===== src/rtl/lcd_seq_if.sv =====
// ----------------------------------------------------------------------------
// Module : lcd_seq_if
// LCD register input and HD44780 pin/status bundle for lcd_seq.
// Rev    : 1.0
// ----------------------------------------------------------------------------
`default_nettype none

interface lcd_seq_if;
  logic [31:0] i_lcd_reg;
  logic        o_lcd_on;
  logic        o_lcd_en;
  logic        o_lcd_rs;
  logic        o_lcd_rw;
  logic [7:0]  o_lcd_data;
  logic        o_busy;
  logic        o_init_done;
  logic        o_ovf;

  modport master (
    output i_lcd_reg,
    input  o_lcd_on, o_lcd_en, o_lcd_rs, o_lcd_rw, o_lcd_data,
    input  o_busy, o_init_done, o_ovf
  );

  modport slave (
    input  i_lcd_reg,
    output o_lcd_on, o_lcd_en, o_lcd_rs, o_lcd_rw, o_lcd_data,
    output o_busy, o_init_done, o_ovf
  );
endinterface

`default_nettype wire


===== src/rtl/lcd_seq.sv =====
// ----------------------------------------------------------------------------
// Module : lcd_seq
// HD44780 write sequencer: power-up init, timed write cycles, 1-deep buffer.
// Rev    : 1.0
// ----------------------------------------------------------------------------
`default_nettype none

module lcd_seq #(
  parameter int PWRUP_CYC = 750000,
  parameter int SETUP_CYC = 4,
  parameter int EN_CYC    = 12,
  parameter int HOLD_CYC  = 4,
  parameter int SHORT_CYC = 2000,
  parameter int LONG_CYC  = 82000
) (
  input  logic      i_clk,
  input  logic      i_reset,
  lcd_seq_if.slave  if_lcd
);

  localparam int c_MAX_A = (PWRUP_CYC > LONG_CYC) ? PWRUP_CYC : LONG_CYC;
  localparam int c_MAX_B = (SHORT_CYC > EN_CYC) ? SHORT_CYC : EN_CYC;
  localparam int c_MAX_C = (SETUP_CYC > HOLD_CYC) ? SETUP_CYC : HOLD_CYC;
  localparam int c_MAX_D = (c_MAX_A > c_MAX_B) ? c_MAX_A : c_MAX_B;
  localparam int c_MAX   = (c_MAX_D > c_MAX_C) ? c_MAX_D : c_MAX_C;
  localparam int c_CW    = $clog2(c_MAX + 1);

  localparam logic [2:0] S_PWRUP = 3'd0;
  localparam logic [2:0] S_INIT  = 3'd1;
  localparam logic [2:0] S_IDLE  = 3'd2;
  localparam logic [2:0] S_SETUP = 3'd3;
  localparam logic [2:0] S_PULSE = 3'd4;
  localparam logic [2:0] S_HOLD  = 3'd5;
  localparam logic [2:0] S_EXEC  = 3'd6;

  function automatic logic [7:0] f_rom(input logic [1:0] idx);
    case (idx)
      2'd0:    f_rom = 8'h38;
      2'd1:    f_rom = 8'h0C;
      2'd2:    f_rom = 8'h01;
      default: f_rom = 8'h06;
    endcase
  endfunction

  logic [2:0]      r_state, w_next;
  logic [c_CW-1:0] r_cnt, w_limit;
  logic            w_tdone;
  logic [1:0]      r_idx;
  logic            r_go_q, w_req;
  logic            r_pend_v, r_pend_rs, w_pend_v_n;
  logic [7:0]      r_pend_data;
  logic            w_load, w_load_rs, w_store, w_drop, w_consume;
  logic [7:0]      w_load_data;
  logic            r_rs, r_long, r_en, r_busy, r_done, r_ovf, r_on;
  logic [7:0]      r_data;
  logic            w_unused_bits;

  assign w_unused_bits = ^{if_lcd.i_lcd_reg[30:11], if_lcd.i_lcd_reg[8]};
  assign w_req         = if_lcd.i_lcd_reg[10] & ~r_go_q;

  always_comb begin
    case (r_state)
      S_PWRUP: w_limit = c_CW'(PWRUP_CYC - 1);
      S_SETUP: w_limit = c_CW'(SETUP_CYC - 1);
      S_PULSE: w_limit = c_CW'(EN_CYC - 1);
      S_HOLD:  w_limit = c_CW'(HOLD_CYC - 1);
      S_EXEC:  w_limit = r_long ? c_CW'(LONG_CYC - 1) : c_CW'(SHORT_CYC - 1);
      default: w_limit = '0;
    endcase
  end
  assign w_tdone = (r_cnt == w_limit);

  // State register
  always_ff @(posedge i_clk or negedge i_reset) begin
    if (!i_reset) r_state <= S_PWRUP;
    else          r_state <= w_next;
  end

  // Next-state logic
  always_comb begin
    w_next = r_state;
    case (r_state)
      S_PWRUP: if (w_tdone) w_next = S_INIT;
      S_INIT:  w_next = S_SETUP;
      S_IDLE:  if (r_pend_v || w_req) w_next = S_SETUP;
      S_SETUP: if (w_tdone) w_next = S_PULSE;
      S_PULSE: if (w_tdone) w_next = S_HOLD;
      S_HOLD:  if (w_tdone) w_next = S_EXEC;
      S_EXEC: begin
        if (w_tdone) begin
          if (!r_done && (r_idx != 2'd3)) w_next = S_INIT;
          else if (r_pend_v)              w_next = S_SETUP;
          else                            w_next = S_IDLE;
        end
      end
      default: w_next = S_PWRUP;
    endcase
  end

  // Transfer source selection and request routing into the pending slot
  always_comb begin
    w_load      = (w_next == S_SETUP) && (r_state != S_SETUP);
    w_load_rs   = 1'b0;
    w_load_data = f_rom(r_idx);
    w_consume   = 1'b0;
    w_store     = 1'b0;
    w_drop      = 1'b0;
    if (r_state != S_INIT) begin
      if (r_pend_v) begin
        w_load_rs   = r_pend_rs;
        w_load_data = r_pend_data;
      end else begin
        w_load_rs   = if_lcd.i_lcd_reg[9];
        w_load_data = if_lcd.i_lcd_reg[7:0];
      end
      w_consume = w_load && r_pend_v;
    end
    // In IDLE a request is only buffered when the slot is being drained now.
    if (w_req) begin
      if (r_state == S_IDLE) w_store = r_pend_v;
      else if (r_pend_v)     w_drop  = 1'b1;
      else                   w_store = 1'b1;
    end
    w_pend_v_n = w_store | (r_pend_v & ~w_consume);
  end

  always_ff @(posedge i_clk or negedge i_reset) begin
    if (!i_reset) begin
      r_cnt       <= '0;
      r_idx       <= 2'd0;
      r_go_q      <= 1'b0;
      r_pend_v    <= 1'b0;
      r_pend_rs   <= 1'b0;
      r_pend_data <= 8'h00;
      r_rs        <= 1'b0;
      r_data      <= 8'h00;
      r_long      <= 1'b0;
      r_en        <= 1'b0;
      r_busy      <= 1'b1;
      r_done      <= 1'b0;
      r_ovf       <= 1'b0;
      r_on        <= 1'b0;
    end else begin
      r_cnt    <= ((w_next != r_state) || (r_state == S_IDLE)) ? '0 : r_cnt + c_CW'(1);
      r_go_q   <= if_lcd.i_lcd_reg[10];
      r_on     <= if_lcd.i_lcd_reg[31];
      r_pend_v <= w_pend_v_n;
      if (w_store) begin
        r_pend_rs   <= if_lcd.i_lcd_reg[9];
        r_pend_data <= if_lcd.i_lcd_reg[7:0];
      end
      if (w_drop) r_ovf <= 1'b1;
      if (w_load) begin
        r_rs   <= w_load_rs;
        r_data <= w_load_data;
        r_long <= ~w_load_rs && (w_load_data inside {8'h01, 8'h02, 8'h03});
      end
      if ((r_state == S_EXEC) && (w_next == S_INIT)) r_idx <= r_idx + 2'd1;
      if ((r_state == S_EXEC) && w_tdone && !r_done && (r_idx == 2'd3)) r_done <= 1'b1;
      r_en   <= (w_next == S_PULSE);
      r_busy <= (w_next != S_IDLE) | w_pend_v_n;
    end
  end

  assign if_lcd.o_lcd_on    = r_on;
  assign if_lcd.o_lcd_en    = r_en;
  assign if_lcd.o_lcd_rs    = r_rs;
  assign if_lcd.o_lcd_rw    = 1'b0;
  assign if_lcd.o_lcd_data  = r_data;
  assign if_lcd.o_busy      = r_busy;
  assign if_lcd.o_init_done = r_done;
  assign if_lcd.o_ovf       = r_ovf;

endmodule

`default_nettype wire

===== src/flat_wrapper.sv =====
// flat-port wrapper written by rule: the top's interface ports become plain ports
module lcd_seq_flat 
#(
  parameter int PWRUP_CYC = 750000,
  parameter int SETUP_CYC = 4,
  parameter int EN_CYC    = 12,
  parameter int HOLD_CYC  = 4,
  parameter int SHORT_CYC = 2000,
  parameter int LONG_CYC  = 82000
)
  (i_clk, i_reset, if_lcd_i_lcd_reg, if_lcd_o_lcd_on, if_lcd_o_lcd_en, if_lcd_o_lcd_rs, if_lcd_o_lcd_rw, if_lcd_o_lcd_data, if_lcd_o_busy, if_lcd_o_init_done, if_lcd_o_ovf);
  lcd_seq_if if_lcd_i ();
  input  logic i_clk;
  input  logic i_reset;
  input wire logic [$bits(if_lcd_i.i_lcd_reg)-1:0] if_lcd_i_lcd_reg;
  output wire logic [$bits(if_lcd_i.o_lcd_on)-1:0] if_lcd_o_lcd_on;
  output wire logic [$bits(if_lcd_i.o_lcd_en)-1:0] if_lcd_o_lcd_en;
  output wire logic [$bits(if_lcd_i.o_lcd_rs)-1:0] if_lcd_o_lcd_rs;
  output wire logic [$bits(if_lcd_i.o_lcd_rw)-1:0] if_lcd_o_lcd_rw;
  output wire logic [$bits(if_lcd_i.o_lcd_data)-1:0] if_lcd_o_lcd_data;
  output wire logic [$bits(if_lcd_i.o_busy)-1:0] if_lcd_o_busy;
  output wire logic [$bits(if_lcd_i.o_init_done)-1:0] if_lcd_o_init_done;
  output wire logic [$bits(if_lcd_i.o_ovf)-1:0] if_lcd_o_ovf;
  assign if_lcd_i.i_lcd_reg = if_lcd_i_lcd_reg;
  assign if_lcd_o_lcd_on = if_lcd_i.o_lcd_on;
  assign if_lcd_o_lcd_en = if_lcd_i.o_lcd_en;
  assign if_lcd_o_lcd_rs = if_lcd_i.o_lcd_rs;
  assign if_lcd_o_lcd_rw = if_lcd_i.o_lcd_rw;
  assign if_lcd_o_lcd_data = if_lcd_i.o_lcd_data;
  assign if_lcd_o_busy = if_lcd_i.o_busy;
  assign if_lcd_o_init_done = if_lcd_i.o_init_done;
  assign if_lcd_o_ovf = if_lcd_i.o_ovf;
  lcd_seq #(.PWRUP_CYC(PWRUP_CYC), .SETUP_CYC(SETUP_CYC), .EN_CYC(EN_CYC), .HOLD_CYC(HOLD_CYC), .SHORT_CYC(SHORT_CYC), .LONG_CYC(LONG_CYC)) u_core (.i_clk(i_clk), .i_reset(i_reset), .if_lcd(if_lcd_i));
endmodule

===== config.mk =====
export PLATFORM = sky130hd
export DESIGN_NAME = lcd_seq_flat
export DESIGN_NICKNAME = d
export VERILOG_FILES = /design/src/rtl/lcd_seq_if.sv /design/src/rtl/lcd_seq.sv /design/src/flat_wrapper.sv
export SDC_FILE = /design/constraint.sdc
export NUM_CORES = 1
export LEC_CHECK = 0
export CAP_MARGIN = 25
export CORE_MARGIN = 5
export CORE_UTILIZATION = 30
export DETAILED_ROUTE_END_ITERATION = 7
export PLACE_DENSITY = 0.6
export SYNTH_ARGS = -nofsm -noshare
export SYNTH_HDL_FRONTEND = slang
export SYNTH_SLANG_ARGS = --single-unit
export TNS_END_PERCENT = 100

===== constraint.sdc =====
create_clock -name i_clk -period 3.1 [get_ports i_clk]
set_input_delay 0.465 -clock i_clk [delete_from_list [all_inputs] [get_ports i_clk]]
set_output_delay 0.465 -clock i_clk [all_outputs]
set_load 0.05 [all_outputs]

==> results of run 1 <==
==> sequential cells by signal, indices dropped and copies added, names as in the netlist, 2 cells and up <==
register and cells:
u_core.if_lcd.o_lcd_data 8, u_core.r_pend_data 8, u_core.r_cnt 20, u_core.r_state 3, u_core.r_idx 2
==> cell families (layout without fill, tap and decap cells) <==
| logic type | after synthesis | count (layout) | synth area share |
|---|---|---|---|
| AND/OR/NAND/NOR | 113 | 113 | 0.195 |
| multiplexers | 31 | 31 | 0.122 |
| AO/OA/AOI/OAI | 39 | 39 | 0.104 |
| adder cells (fa/ha/maj) | 8 | 8 | 0.0339 |
| flip-flops | 51 | 51 | 0.438 |
| XOR/XNOR | 20 | 20 | 0.0600 |
| other | 1 | 1 | 0.00128 |
| buffers and inverters | 28 | 55 | 0.0459 |
==> cells in the final DEF (no fill, tap or decap), drive strengths merged, types with 2 or more instances in the layout <==
master          n
dfrtp          50
nor2           40
clkdlybuf4s50  25
nand2          23
mux2           16
mux2i          15
o21ai          15
inv            13
xor2           13
nand3          11
buf             9
nand4           7
xnor2           7
ha              7
a21oi           7
and3            6
clkbuf          6
nor3            5
nor4            4
o31ai           3
nor2b           2
nand2b          2
and3b           2
o41ai           2
or4             2
or2             2
clkinv          2
==> metrics by stage <==
stage,hold slack (ns),setup WS [ns],instance area [um^2],cells
2_1_floorplan,0.169,0.883,2920,291
3_3_place_gp,0.449,0.520,3320,443
3_5_place_dp,0.450,0.501,3320,443
4_1_cts,0.304,0.473,3400,451
5_1_grt,0.346,0.277,3400,451
6_report,0.273,0.475,3400,451
==> layout make-up <==
class	count	area, um^2
fill	1000	6240
multi-input combinational	212	1510
sequential	51	1280
timing repair buffer	34	315
tap	133	166
clock buffer	6	72.6
inverter	13	48.8
clock inverter	2	13.8
==> worst register-to-register path, stage by stage (launching register included) <==
cell	delay, ns
dfrtp_1	0.69
and2b_1	0.30
nor2_1	0.10
or2_0	0.22
a222oi_1	0.36
nor3_2	0.08
buf_4	0.19
a211o_1	0.32
buf_4	0.20
nor2_1	0.12
==> power breakdown <==
group          total (uW)  switching [uW]  internal (uW)  leakage (uW)
clock                 387             227            160     0.0000452
sequential            667           0.466            666      0.000659
combinational        38.9            23.4           15.5      0.000867
==> worst paths after layout <==
check,endpoint,startpoint
worst min-delay path,u_core.r_cnt[15]$_DFF_PN0_,i_reset
min in group i_clk,u_core.if_lcd.o_ovf$_DFFE_PN0P_,u_core.if_lcd.o_ovf$_DFFE_PN0P_
worst max-delay path,u_core.r_cnt[11]$_DFF_PN0_,u_core.r_state[1]$_DFF_PN0_
max in group asynchronous,u_core.r_pend_data[1]$_DFFE_PN0P_,i_reset
worst min register to register,u_core.if_lcd.o_ovf$_DFFE_PN0P_,u_core.if_lcd.o_ovf$_DFFE_PN0P_
worst max register to register,u_core.r_cnt[11]$_DFF_PN0_,u_core.r_state[1]$_DFF_PN0_
==> metal layers <==
metal / vias to the layer above / global-route usage
li1: 1061 / -
met1: 1045 / 0.151
met2: 21 / 0.186
met3: 7 / 0.0225
met4: 0 / 0.0379
met5: - / 0
==> metrics, run 1 <==
status completed; RSZ-0062 raised after global routing false; IO Pins a little under 50; Worst Max-Slew Pin Slew slightly below 0.9 ns; slew margin rel. 0.414; Vias/cell 4.73; maximum vdd drop around 160 uV; synthesized instance count 291; area leader, netlist dfrtp_1; most frequent cell after synthesis dfrtp_1; Worst Setup End Kind flip-flop; post-synthesis async set-or-reset flop share 1.00; post-cts sizing count 0; DP Wirelength ~4600 um; CTS H-tree lvls 2; synth cell count leaders dfrtp_1, nor2_1, nand2_1; CTS Buffer Depth 2; R2R Setup Slk approximately 0.47 ns; final setup vio count 0; fin util 0.353; Final Skew approximately 0.009 ns; antenna cells 0; Yosys warning count 0; Met3 Wirelength ~140 um; drt wl/cell 14.2 um; P&R area growth vs syn 16.5%; Reg2Reg Depth 9; pin count of the biggest net entering global routing 40; Core Area roughly 9600 um^2; initial antenna violation count 0; remaining antenna violation count 0; TritonCTS clock tree yes; ys flop type dfrtp_1; # DRC 0; delay-heaviest family, CP simple AND/OR/NAND/NOR gates; row count 36; PortBufs 26; Post-CTS Hold Buffers 0; Yosys cell types 58; vias about 2,100; Final Max Tran Viols 0; Setup crit start kind flip-flop; CP required ~3.3 ns; slowest CP cell dfrtp_1; Avg Synthesized Cell Area between 10 and 15 um^2; top cells by area, synth dfrtp_1, mux2i_1, nor2_1; worst-skew pair later-pin latency between 0.3 and 0.4 ns; Worst path depth 9; final hold violation count 0; highest routed layer met4; Hold WC Path Type in2async; Total GRT Usage 0.114; DRT iter0 DRCs 75; PD cells about 320 nW/um^2; Sum Neg Setup Slack 0 ns; worst path arrival time ~2.9 ns; drt pass-1 iters 4; Starting Density 0.303; post-synthesis sequential area ratio 0.438; clk sinks 51; post-layout min period roughly 2.6 ns; max frequency about 380 MHz; Leak Pwr ~0.0016 uW; wire length on met1 a little over 3000 um; clk slew on worst S/H paths about 0.1 ns; CP peak stage delay around 0.69 ns; Post-Syn Nets approximately 330; number of synthesized flops with an enable pin 0; DRT Wirelength ~6400 um; Layout Nets ~360; area of the mapped netlist around 3000 um^2; die area around 12,000 um^2; Final Cycle Share 0.847; CP Class reg2reg; DR WL met2 3140 um; chip height around 110 um; GPL Wtd Cong ~0.8; CTS Buf Count 5; worst-path fanout max 17; DIE WIDTH ~110 um; fraction of layout cells with a size suffix above 1 0.145; Max Cap Viol 0; first-pass GRT wire length 10,600 um; WP buf/inv 2; worst-path cell chain and2b_1 -> nor2_1 -> or2_0 -> a222oi_1 -> nor3_2 -> buf_4 -> a211o_1 -> buf_4 -> nor2_1; Power Total between 1000 and 1500 uW; grt ovf 0; #FFs+latches synth 51; Post-CTS Repair Setup Buffers 0; top-area cell type share of the netlist area 0.429; Root Buffer clkbuf_8; vias in the first global route approximately 2,100
Power figures use the tool's default switching activity.
==> inputs of run 2 (changes only) <==
--- a/config.mk
+++ b/config.mk
@@ -9,7 +9,7 @@
 export CORE_MARGIN = 5
 export CORE_UTILIZATION = 30
 export DETAILED_ROUTE_END_ITERATION = 7
-export PLACE_DENSITY = 0.6
+export PLACE_DENSITY = 0.62
 export SYNTH_ARGS = -nofsm -noshare
 export SYNTH_HDL_FRONTEND = slang
 export SYNTH_SLANG_ARGS = --single-unit
==> constraint.sdc (replaced) <==
create_clock -name i_clk -period 2.35 [get_ports i_clk]
set_input_delay 0.3525 -clock i_clk [delete_from_list [all_inputs] [get_ports i_clk]]
set_output_delay 0.3525 -clock i_clk [all_outputs]
set_load 0.05 [all_outputs]
==> metrics, run 2 (same netlist as run 1, synthesis figures left out) <==
status completed; switching share of power 0.240; drt pass-1 iters 4; DIE WIDTH around 110 um; pin count of the biggest net entering global routing 27; Clock power frac 0.364; worst-path fanout max 6; delay-heaviest family, CP compound AO/OA/AOI/OAI gates; row count 36; number of fill cells approximately 980; DRT iter0 DRCs approximately 130; Crit. Startpoint u_core.r_state[2]$_DFF_PN0_; Leak Pwr ~0.0017 uW; most used cell, CP buf_4; sequential power share 0.600; post-layout min period approximately 2.3 ns; CP Class reg2reg; Total GRT Usage 0.118; Worst path depth 9; TritonCTS clock tree yes; cell area after layout 3620 um^2; Core Area a little under 10,000 um^2; drt wl/cell 13.5 um; Power Total between 1000 and 1500 uW; maximum vdd drop approximately 200 uV; worst-path cell chain buf_4 -> and3_1 -> o21ai_2 -> xor2_1 -> o2111ai_2 -> buf_4 -> o31ai_4 -> a21oi_4 -> mux2_4; Vias/cell between 4 and 5; Comb power frac 0.036; Final Skew roughly 0.01 ns; Final Cycle Share 0.975; grt ovf 0; most frequent cells in the layout dfrtp_1, nor2_1, buf_4, clkdlybuf4s50_1, nand2_1; slew margin rel. 0.656; fraction of layout cells with a size suffix above 1 0.224; CP peak stage delay about 0.46 ns; DP Wirelength between 4000 and 5000 um; vias in the first global route ~2,300; worst hold slack 0.401 ns; DRT Wirelength 6390 um; Starting Density 0.303; first-pass GRT wire length between 10,000 and 15,000 um; P_int approximately 1100 uW; WP buf/inv 2; Final Max Tran Viols 0; Layout Nets between 300 and 400; worst path arrival time ~2.5 ns; Worst Setup End Kind flip-flop; chip height about 110 um; worst r2r src u_core.r_state[2]$_DFF_PN0_; slowest CP cell dfrtp_2; leading cell type in the layout, fill and taps excluded dfrtp_1; CTS H-tree lvls 2; final hold violation count 0; # DRC 0; PD cells just over 400 nW/um^2; Setup crit start kind flip-flop; fin util 0.376; Cell Area, Placed ~3500 um^2; PnR worst setup slack about 0.06 ns; clk sinks just over 50; total net switching power approximately 350 uW; die area 11,800 um^2; max frequency between 400 and 500 MHz; CTS Buffer Depth 2; CTS Buf Count 5; worst-skew pair later-pin latency about 0.32 ns; Max Cap Viol 0; max reg flops 20; final setup vio count 0; PortBufs 26; clk slew on worst S/H paths 0.10 ns; register with the most flip-flops u_core.r_cnt; remaining antenna violation count 0; vias 2,231; CP required 2.56 ns; Placement Setup Slack -0.0746 ns; antenna cells 0; Root Buffer clkbuf_8; initial antenna violation count 0; P&R area growth vs syn 24.0%; Hold WC Path Type in2async; IO Pins just under 50; Worst Max-Slew Pin Slew 0.515 ns; GPL Wtd Cong between 0.8 and 0.9; Reg2Reg Depth 9; RSZ-0062 raised after global routing true
## run 2: cell types whose count changed in the layout (fill, tap and decap cells not counted), sizes merged
cell	previous run	this run
buf	9	30
clkbuf	6	5
dlygate4sd3	0	1
clkinvlp	0	1
## run 2: layer usage
metal | vias to the layer above | global-route usage | wire length, um
li1 | 1102 | - | -
met3 | 9 | 0.0255 | 325
met2 | 45 | 0.182 | 2980
met1 | 1075 | 0.162 | 2960
met5 | - | 0 | 0
met4 | 0 | 0.0469 | 131
## run 2: what timing repair did
action,in CTS,in global routing
pin swaps,2,4
hold endpoints to repair,8,0
gates resized for setup,1,12
hold buffers,1,0
setup endpoints to repair,31,32
setup buffers,0,4
## run 2: worst paths after layout
path	end	slack [ns]
min in group i_clk	u_core.if_lcd.o_lcd_on$_DFF_PN0_	0.46
max	u_core.if_lcd.o_lcd_data[2]$_DFFE_PN0N_	0.06
min reg2reg	u_core.if_lcd.o_ovf$_DFFE_PN0P_	0.47
max reg2reg	u_core.if_lcd.o_lcd_data[2]$_DFFE_PN0N_	0.06
max in group asynchronous	u_core.if_lcd.o_lcd_data[2]$_DFFE_PN0N_	1.35
min	u_core.r_cnt[12]$_DFF_PN0_	0.40
## run 2: metrics by stage
stage | cells | TNS, ns
after global placement | 460 | 0
after floorplan | 291 | 0
after global routing | 473 | -0.176
final | 473 | 0
after detailed placement | 460 | -1.17
after CTS | 469 | 0
## run 2: final cells by class
cell class,instances,area (um^2),share of cell area
inverter,13,48.8,0.0135
timing repair buffer,56,493,0.136
sequential,51,1280,0.354
tap,133,166,0.0460
clock inverter,3,25.0,0.00691
clock buffer,5,68.8,0.0190
multi-input combinational,212,1540,0.425
## run 2: power by group through the flow
stage	Sequential, uW	Clock, uW	Combinational, uW
finish	879	534	52.8
global route	880	588	60.5
CTS	879	554	55.3
detailed placement	896	0	53.8
global placement	897	0	53.2
floorplan	900	0	6.64
